## config.mk

```make
export PLATFORM = sky130hd
export DESIGN_NAME = branch_target_buffer
export DESIGN_NICKNAME = d
export VERILOG_FILES = /design/src/rtl/btb_pkg.sv /design/src/rtl/btb_lru_array.sv /design/src/rtl/branch_target_buffer.sv
export SDC_FILE = /design/constraint.sdc
export NUM_CORES = 2
export LEC_CHECK = 0
export ABC_AREA = 0
export CORE_ASPECT_RATIO = 0.5
export CORE_MARGIN = 4
export CORE_UTILIZATION = 45
export CTS_BUF_LIST = sky130_fd_sc_hd__clkbuf_8
export DETAILED_ROUTE_END_ITERATION = 10
export PLACE_DENSITY = 0.75
export REMOVE_ABC_BUFFERS = 1
export SYNTH_ARGS = -nofsm -noshare
export SYNTH_HDL_FRONTEND = slang
export SYNTH_SLANG_ARGS = --single-unit
```

## constraint.sdc

```tcl
create_clock -name clk -period 8.6 [get_ports clk]
set_input_delay 1.72 -clock clk [delete_from_list [all_inputs] [get_ports clk]]
set_output_delay 1.72 -clock clk [all_outputs]
set_load 0.02 [all_outputs]
```

## src/rtl/btb_pkg.sv

```systemverilog
// Shared types for the branch target buffer: per-way entry view and way selector.
package btb_pkg;

  localparam int unsigned TGT_W     = 30;
  localparam int unsigned TAG_MAX_W = 29;

  typedef struct packed {
    logic                 valid;
    logic [TAG_MAX_W-1:0] tag;
    logic [TGT_W-1:0]     target;
  } btb_entry_t;

  typedef enum logic {
    WAY0 = 1'b0,
    WAY1 = 1'b1
  } btb_way_e;

endpackage

```

## src/rtl/btb_lru_array.sv

```systemverilog
// Per-set LRU bit store; bit value names the next victim way (0 = way0).
module btb_lru_array #(
  parameter int unsigned NUM_SETS = 16,
  parameter int unsigned IDX_W    = $clog2(NUM_SETS)
) (
  input  logic                clk,
  input  logic                rst,
  input  logic                i_lk_we,
  input  logic [IDX_W-1:0]    i_lk_idx,
  input  logic                i_lk_val,
  input  logic                i_up_we,
  input  logic [IDX_W-1:0]    i_up_idx,
  input  logic                i_up_val,
  output logic [NUM_SETS-1:0] o_lru
);

  logic [NUM_SETS-1:0] r_lru;

  // Update port is written last so it wins when both ports hit the same set.
  always_ff @(posedge clk or negedge rst) begin
    if (!rst) begin
      r_lru <= '0;
    end else begin
      if (i_lk_we) r_lru[i_lk_idx] <= i_lk_val;
      if (i_up_we) r_lru[i_up_idx] <= i_up_val;
    end
  end

  assign o_lru = r_lru;

endmodule

```

## src/rtl/branch_target_buffer.sv

```systemverilog
// 2-way set-associative fetch-stage BTB: combinational lookup, MEM-stage training,
// per-set LRU replacement and saturating hit/miss statistics.
module branch_target_buffer
  import btb_pkg::*;
#(
  parameter int unsigned NUM_SETS = 16,
  parameter int unsigned IDX_W    = $clog2(NUM_SETS),
  parameter int unsigned TAG_W    = 30 - IDX_W
) (
  input  logic        clk,
  input  logic        rst,
  input  logic        read,
  input  logic        stall,
  input  logic [31:0] pc_in,
  input  logic        load,
  input  logic [31:0] pc_mem_stage,
  input  logic        br_taken,
  input  logic [31:0] br_target,
  output logic        hit,
  output logic [31:0] pred_target,
  output logic [31:0] hit_count,
  output logic [31:0] miss_count
);

  logic [NUM_SETS-1:0] r_valid [2];
  logic [TAG_W-1:0]    r_tag   [2][NUM_SETS];
  logic [TGT_W-1:0]    r_tgt   [2][NUM_SETS];
  logic [31:0]         r_hit_cnt;
  logic [31:0]         r_miss_cnt;

  logic [IDX_W-1:0]    w_lk_idx, w_up_idx;
  logic [TAG_W-1:0]    w_lk_tag, w_up_tag;
  btb_entry_t          w_lk_e0, w_lk_e1, w_up_e0, w_up_e1;
  logic                w_m0, w_m1, w_um0, w_um1;
  logic                w_lk_count;
  logic                w_up_we;
  btb_way_e            w_up_way;
  logic                w_up_sel;
  logic [NUM_SETS-1:0] w_lru;
  logic                w_unused;

  assign w_lk_idx = pc_in[2+IDX_W-1:2];
  assign w_lk_tag = pc_in[31:2+IDX_W];
  assign w_up_idx = pc_mem_stage[2+IDX_W-1:2];
  assign w_up_tag = pc_mem_stage[31:2+IDX_W];
  assign w_unused = ^{pc_in[1:0], pc_mem_stage[1:0], br_target[1:0]};

  assign w_lk_e0 = '{valid: r_valid[0][w_lk_idx], tag: TAG_MAX_W'(r_tag[0][w_lk_idx]), target: r_tgt[0][w_lk_idx]};
  assign w_lk_e1 = '{valid: r_valid[1][w_lk_idx], tag: TAG_MAX_W'(r_tag[1][w_lk_idx]), target: r_tgt[1][w_lk_idx]};
  assign w_up_e0 = '{valid: r_valid[0][w_up_idx], tag: TAG_MAX_W'(r_tag[0][w_up_idx]), target: r_tgt[0][w_up_idx]};
  assign w_up_e1 = '{valid: r_valid[1][w_up_idx], tag: TAG_MAX_W'(r_tag[1][w_up_idx]), target: r_tgt[1][w_up_idx]};

  // Valid gates the tag compare, so unreset tag storage never leaks X.
  assign w_m0  = read & w_lk_e0.valid & (w_lk_e0.tag == TAG_MAX_W'(w_lk_tag));
  assign w_m1  = read & w_lk_e1.valid & (w_lk_e1.tag == TAG_MAX_W'(w_lk_tag));
  assign w_um0 = w_up_e0.valid & (w_up_e0.tag == TAG_MAX_W'(w_up_tag));
  assign w_um1 = w_up_e1.valid & (w_up_e1.tag == TAG_MAX_W'(w_up_tag));

  assign hit         = w_m0 | w_m1;
  assign pred_target = w_m0 ? {w_lk_e0.target, 2'b00} :
                       w_m1 ? {w_lk_e1.target, 2'b00} : '0;
  assign w_lk_count  = read & ~stall;

  always_comb begin
    w_up_we  = 1'b0;
    w_up_way = WAY0;
    if (load) begin
      if (w_um0) begin
        w_up_we  = 1'b1;
        w_up_way = WAY0;
      end else if (w_um1) begin
        w_up_we  = 1'b1;
        w_up_way = WAY1;
      end else if (br_taken) begin
        w_up_we = 1'b1;
        if (!w_up_e0.valid)      w_up_way = WAY0;
        else if (!w_up_e1.valid) w_up_way = WAY1;
        else                     w_up_way = btb_way_e'(w_lru[w_up_idx]);
      end
    end
  end

  assign w_up_sel = (w_up_way == WAY1);

  btb_lru_array #(
    .NUM_SETS(NUM_SETS),
    .IDX_W   (IDX_W)
  ) u_lru (
    .clk     (clk),
    .rst     (rst),
    .i_lk_we (w_lk_count & hit),
    .i_lk_idx(w_lk_idx),
    .i_lk_val(w_m0),
    .i_up_we (w_up_we),
    .i_up_idx(w_up_idx),
    .i_up_val(~w_up_sel),
    .o_lru   (w_lru)
  );

  always_ff @(posedge clk or negedge rst) begin
    if (!rst) begin
      r_valid[0] <= '0;
      r_valid[1] <= '0;
    end else if (w_up_we) begin
      r_valid[w_up_sel][w_up_idx] <= 1'b1;
    end
  end

  always_ff @(posedge clk) begin
    if (w_up_we && rst) begin
      r_tag[w_up_sel][w_up_idx] <= w_up_tag;
      r_tgt[w_up_sel][w_up_idx] <= br_target[31:2];
    end
  end

  always_ff @(posedge clk or negedge rst) begin
    if (!rst) begin
      r_hit_cnt  <= '0;
      r_miss_cnt <= '0;
    end else if (w_lk_count) begin
      if (hit) begin
        if (r_hit_cnt != '1) r_hit_cnt <= r_hit_cnt + 32'd1;
      end else begin
        if (r_miss_cnt != '1) r_miss_cnt <= r_miss_cnt + 32'd1;
      end
    end
  end

  assign hit_count  = r_hit_cnt;
  assign miss_count = r_miss_cnt;

endmodule

```

Word level (Yosys, flattened, before mapping)
Memories as Yosys holds them, arrays and structs flattened.
Cells that the tools add are included.
Storage, ports and cells
  bits in registers: 112
  latch bits: 0
  bits in writable memories: 1792
  ROM bits: 0
  input bits: 102
  memories: 2
Memory list
  r_tgt: words 2, width 480, rd ports 2, clocked after memory_dff 0, write ports 1, RTL line branch_target_buffer.sv:27  | logic [TGT_W-1:0] r_tgt [2][NUM_SETS];
  r_tag: words 2, width 416, rd ports 2, clocked after memory_dff 0, write ports 1, RTL line branch_target_buffer.sv:26  | logic [TAG_W-1:0] r_tag [2][NUM_SETS];
Operators by class
  add/subtract/negate cells: 2
  multiply operators: 0
  divide/modulo/power cells: 0
  magnitude comparators: 9
  equality and inequality tests: 6
  shift-type cells: 0
  mux-type cells: 57
  bitwise gates (word level): 16
  reductions and logical operators: 7
Operators with widths (number)
  480-bit two-way mux: 1
  26-bit binary-select mux with 4-bit select: 4
  416-bit two-way mux: 1
  30-bit binary-select mux with 4-bit select: 2
  26-bit two-way mux: 9
  30-bit two-way mux: 5
  30-bit demux with 4-bit select: 1
  26-bit demux with 4-bit select: 1
  26-bit == test: 4
  32-bit by 1-bit adder with 32-bit output (second input constant): 2
  32-bit two-way mux: 2
  32-bit != test (second input constant): 2
  16-bit two-way mux: 3
  16-bit bitwise mux: 2
  32-bit OR: 1
  1-bit binary-select mux with 4-bit select: 5
  1-bit two-way mux: 18
  16-bit demux with 1-bit select: 1
  5-bit greater-or-equal comparator (second input constant): 2
  4-bit by 5-bit less-than comparator with 1-bit output (second input constant): 2
  4-bit inverter with 5-bit output: 2
  1-bit AND: 8
  1-bit demux with 4-bit select: 2
  4-bit by 1-bit greater-or-equal comparator with 1-bit output (second input constant): 2
  8 further kinds: 15

Depth between registers and ports, before layout
  depth after elaboration: 15
  mapped depth: 18
  gate-level depth less buffers: 10

By module
A second synthesis with hierarchy kept.
Unflattened totals
  cell total of the unflattened synthesis: 4169
  area, all modules: 83089.7 µm²
By module, submodules not included
  branch_target_buffer: times used 1, cells each 4042, area each 81973.6 µm², sequential area each 56213.9 µm²
  btb_lru_array: times used 1, cells each 127, area each 1116.1 µm², sequential area each 400.4 µm²

Least setup slack after synthesis
Ideal clock, no wire load.
  path kind: input -> register
  start point: in pc_mem_stage[2]
  end point: mem r_tag[1][104] (netlist bit), enable pin
  arrival time: 9844 ps
  data required time: 7992 ps
  path slack: -1852 ps
  stages on the path: 12
  path buffers: 4
  path through: buf_4 buf_6 buf_2 buf_2 mux4_2 a221oi_1 xnor2_1 a211oi_1 nand4_1 a21oi_2 nand3_2 nor4_1
Between the ends
  longest elaborated chain between the ends: 12
RTL lines
  start, declared: RTL line branch_target_buffer.sv:16  | input logic [31:0] pc_mem_stage,
  4-bit inverter with 5-bit output (not written as such): RTL line branch_target_buffer.sv:50, branch_target_buffer.sv:51, branch_target_buffer.sv:111
  26-bit binary-select mux with 4-bit select: RTL line branch_target_buffer.sv:51  | assign w_up_e1 = '{valid: r_valid[1][w_up_idx], tag: TAG_MAX_W'(r_tag[1][w_up_idx]), target: r_tgt[1][w_up_idx ...
  26-bit two-way mux (not written as such) (2 in series): RTL line branch_target_buffer.sv:51
  26-bit == test: RTL line branch_target_buffer.sv:57  | assign w_um1 = w_up_e1.valid & (w_up_e1.tag == TAG_MAX_W'(w_up_tag));
  1-bit AND: RTL line branch_target_buffer.sv:57
  1-bit two-way mux: RTL line branch_target_buffer.sv:71  | end else if (w_um1) begin
  1-bit two-way mux: RTL line branch_target_buffer.sv:68  | if (w_um0) begin
  1-bit two-way mux: RTL line branch_target_buffer.sv:67  | if (load) begin
  1-bit logical AND: RTL line branch_target_buffer.sv:110  | if (w_up_we && rst) begin
  1-bit two-way mux: RTL line branch_target_buffer.sv:110
  416-bit two-way mux (not written as such): RTL line branch_target_buffer.sv:111  | r_tag[w_up_sel][w_up_idx] <= w_up_tag;
  end, declared: RTL line branch_target_buffer.sv:26
Several ways; a longest one is shown, not always the timed one. The select of a mux whose other input is x is not followed.

Worst setup path after layout
  start point: in pc_in[3]
  end point: out pred_target[29]
Between the ends
  longest elaborated chain between the ends: 8
RTL lines
  start, declared: RTL line branch_target_buffer.sv:14  | input logic [31:0] pc_in,
  4-bit inverter with 5-bit output (not written as such): RTL line branch_target_buffer.sv:48, branch_target_buffer.sv:49
  26-bit binary-select mux with 4-bit select: RTL line branch_target_buffer.sv:49  | assign w_lk_e1 = '{valid: r_valid[1][w_lk_idx], tag: TAG_MAX_W'(r_tag[1][w_lk_idx]), target: r_tgt[1][w_lk_idx ...
  26-bit two-way mux (not written as such) (2 in series): RTL line branch_target_buffer.sv:49
  26-bit == test: RTL line branch_target_buffer.sv:55  | assign w_m1 = read & w_lk_e1.valid & (w_lk_e1.tag == TAG_MAX_W'(w_lk_tag));
  1-bit AND: RTL line branch_target_buffer.sv:55
  32-bit two-way mux: RTL line branch_target_buffer.sv:61  | w_m1 ? {w_lk_e1.target, 2'b00} : '0;
  32-bit two-way mux (*): RTL line branch_target_buffer.sv:60  | assign pred_target = w_m0 ? {w_lk_e0.target, 2'b00} :
  end, declared: RTL line branch_target_buffer.sv:20  | output logic [31:0] pred_target,
Mark *: on every way between the ends. The rest lies on a longest branch, timed or not. The select of a mux whose other input is x is not followed.

==> summary.md <==
| Metric | Value |
|---|---|
| Detailed Route WL | `255000 um` |
| Grt ovf | `0` |
| Critical Setup Path Class | `input pin to primary output` |
| Die boundary width | `616 um` |
| Post-synthesis cell count | `~4300` |
| # clock sinks | `1904` |
| Total setup buffers inserted after CTS | `0` |
| Startpoint types | `input pin` |
| Placed Cells | `about 7000` |
| Peak VDD IR | `0.0000996 V` |
| Storage cell area | `56600 um^2` |
| CTS buffer count | `~280` |
| Initial antenna violation count | `10` |
| # setup viols final | `0` |
| CTS Root Cell | `clkbuf_8` |
| HPWL after DPL | `roughly 160000 um` |
| Via-to-Cell Ratio | `around 6.5` |
| Placement Cell Area | `90100 um^2` |
| Mapped cell area | `83300 um^2` |
| Dominant cell type by area after synthesis | `edfxtp_1` |
| Cell Count, Final, Fillers Out | `7492` |
| DR iter-0 viols | `just over 7000` |
| Max Cap Violations | `0` |
| GPL Wtd Cong | `a little under 1` |
| Seq/Total Area, Yosys | `0.680` |
| Commonest non-fill, non-tap cells in the layout | `edfxtp_1, mux4_2, mux2i_1, clkbuf_8, buf_4` |
| Lkg Pwr | `between 30 and 40 nW` |
| Vias in the first global route | `48800` |
| Clock slew at reported path FFs | `0.06 ns` |
| Routed via count | `48900` |
| Top cells by area, synth | `edfxtp_1, mux4_2, mux2i_1` |
| Final hold vios | `0` |
| Worst endpoint required time | `between 6 and 7 ns` |
| Commonest non-fill, non-tap cell in the layout | `edfxtp_1` |
| First-pass GRT wire length | `roughly 360000 um` |
| Final worst-path cycle share | `0.976` |
| Multi-input logic area | `roughly 25000 um^2` |
| Gr usage total | `0.261` |
| Final hold slack | `0.481 ns` |
| Die area | `192000 um^2` |
| H-tree depth | `5` |
| Slew Viols, Final | `0` |
| Port bufs | `190` |
| PnR Total Power | `around 19 mW` |
| Clk_skew | `0.0969 ns` |
| Largest net degree at the start of global routing | `100` |
| WP data arrival | `6.68 ns` |
| WL/cell | `34.1 um` |
| Max Root-Sink Buffers | `4` |
| Clk_lat worst skew | `0.94 ns` |
| Fillers | `14200` |
| Min cycle time layout | `8.40 ns` |
| PD cells | `slightly below 200 nW/um^2` |
| F_max | `0.119 GHz` |
| Hold buffers post-CTS | `0` |
| FF-to-FF setup slack | `2.98 ns` |
| IO Pins | `roughly 200` |
| Die Y | `312 um` |
| Min-delay worst type | `flip-flop to flip-flop` |
| Design area | `roughly 95000 um^2` |
| Rel. slew slack | `0.242` |
| Post-synth top area share | `0.646` |
| Layout Nets | `4897` |
| Drt drc | `0` |
| Status | `completed` |
| FP Rows | `roughly 110` |
| Area Overhead vs Synth | `14.3%` |
| Synth unique cells | `80` |
| Setup crit end kind | `primary output` |
| Number of antenna-violating nets in the routed design | `0` |
| TritonCTS clock tree | `built` |
| Post-synth top flop | `edfxtp_1` |
| Core area | `184000 um^2` |
| Avg Cell Area, Syn | `roughly 19 um^2` |
| Starting density of the core | `0.453` |
| Post-synthesis register bit count | `1904` |
| 1st-pass router iterations | `8` |
| Post-synth EDFFs | `1792` |
| Worst slew pin tran | `between 1 and 1.5 ns` |
| Total of warnings raised by yosys | `0` |
| Async SR Flop Fraction | `0.0588` |
| RSZ-0062 raised after global routing | `false` |
| Final TNS setup | `0 ns` |
| Post_cts resized | `0` |
| Worst-path fanout max | `38` |
| Share of cells above drive strength 1 | `0.279` |
==> area by class of cell <==
cell class                 count  share of cell area
antenna                        3           0.0000789
clock buffer                 287              0.0415
clock inverter               206              0.0111
inverter                      45             0.00184
multi-input combinational   2077               0.265
sequential                  1904               0.595
tap                         2486              0.0327
timing repair buffer         484              0.0524
==> cell usage after synthesis (all sizes together), types with 21 or more instances <==
cell	instances
xnor2	109
mux2i	317
nand4	29
a21oi	43
nor4	22
buf	179
o21bai	21
inv	41
o22ai	30
a22oi	70
a221oi	28
clkbuf	94
and3	28
nor2	59
nand2b	40
nand2	163
edfxtp	1792
xor2	60
mux4	638
nor3	52
mux2	54
o21ai	57
nand3	52
dfrtp	112
==> state kept, by name (all words and copies together), names as in the netlist <==
name         flops
hit_count       32
miss_count      32
r_valid         32
r_tgt          960
r_tag          832
u_lru.o_lru     16
==> critical path: stages <==
cell	delay (ns)
buf_8	0.40
buf_12	0.33
buf_4	0.28
buf_4	0.40
mux4_2	0.37
mux2i_1	0.19
xnor2_1	0.18
nor4_1	0.68
o211ai_1	0.22
nor4_2	0.29
buf_12	0.26
buf_4	0.28
nand2_1	0.06
o21ai_0	0.16
clkdlybuf4s50_1	0.69
==> power breakdown <==
group | internal [mW] | total (mW) | switching [mW]
combinational | 0.662 | 1.63 | 0.970
clock | 3.28 | 6.79 | 3.51
sequential | 10.2 | 10.3 | 0.0603
total | 14.2 | 18.7 | 4.54
==> routing by layer <==
layer	vias to the layer above	wire, um	GRT usage	part of all wire
met5	-	46	0	0.00018
met2	3568	118000	0.403	0.46
met4	8	12500	0.111	0.049
met3	677	29900	0.0571	0.12
met1	25600	95000	0.361	0.37
li1	19000	-	-	-
==> cells by family after synthesis <==
kind of cell	count (synthesis)	share of synthesized area
flip-flops	1904	0.680
multiplexers	1009	0.218
AND/OR/NAND/NOR	499	0.0300
AO/OA/AOI/OAI	396	0.0347
buffers and inverters	318	0.0192
XOR/XNOR	169	0.0178
adder cells (fa/ha/maj)	2	0.000301
other	1	0.0000450
==> through the flow <==
stage / util / setup WS [ns]
after global routing: 0.518 / 0.0365
after detailed placement: 0.491 / 0.330
after CTS: 0.518 / 0.323
after global placement: 0.491 / 0.376
after floorplan: - / -3.08
final: 0.518 / 0.204
==> final timing paths <==
check	startpoint	endpoint	cells after the start
setup / recovery	pc_in[3]	pred_target[29]	15
hold / removal	r_valid[6]	r_valid[6]	1
setup reg to reg	r_tag[1][213]	r_tag[1][226]	12
hold reg to reg	r_valid[6]	r_valid[6]	1
max in group asynchronous	rst	hit_count[7]	2
min in group asynchronous	rst	miss_count[9]	1
No activity file was read; power rests on OpenSTA's default activity.
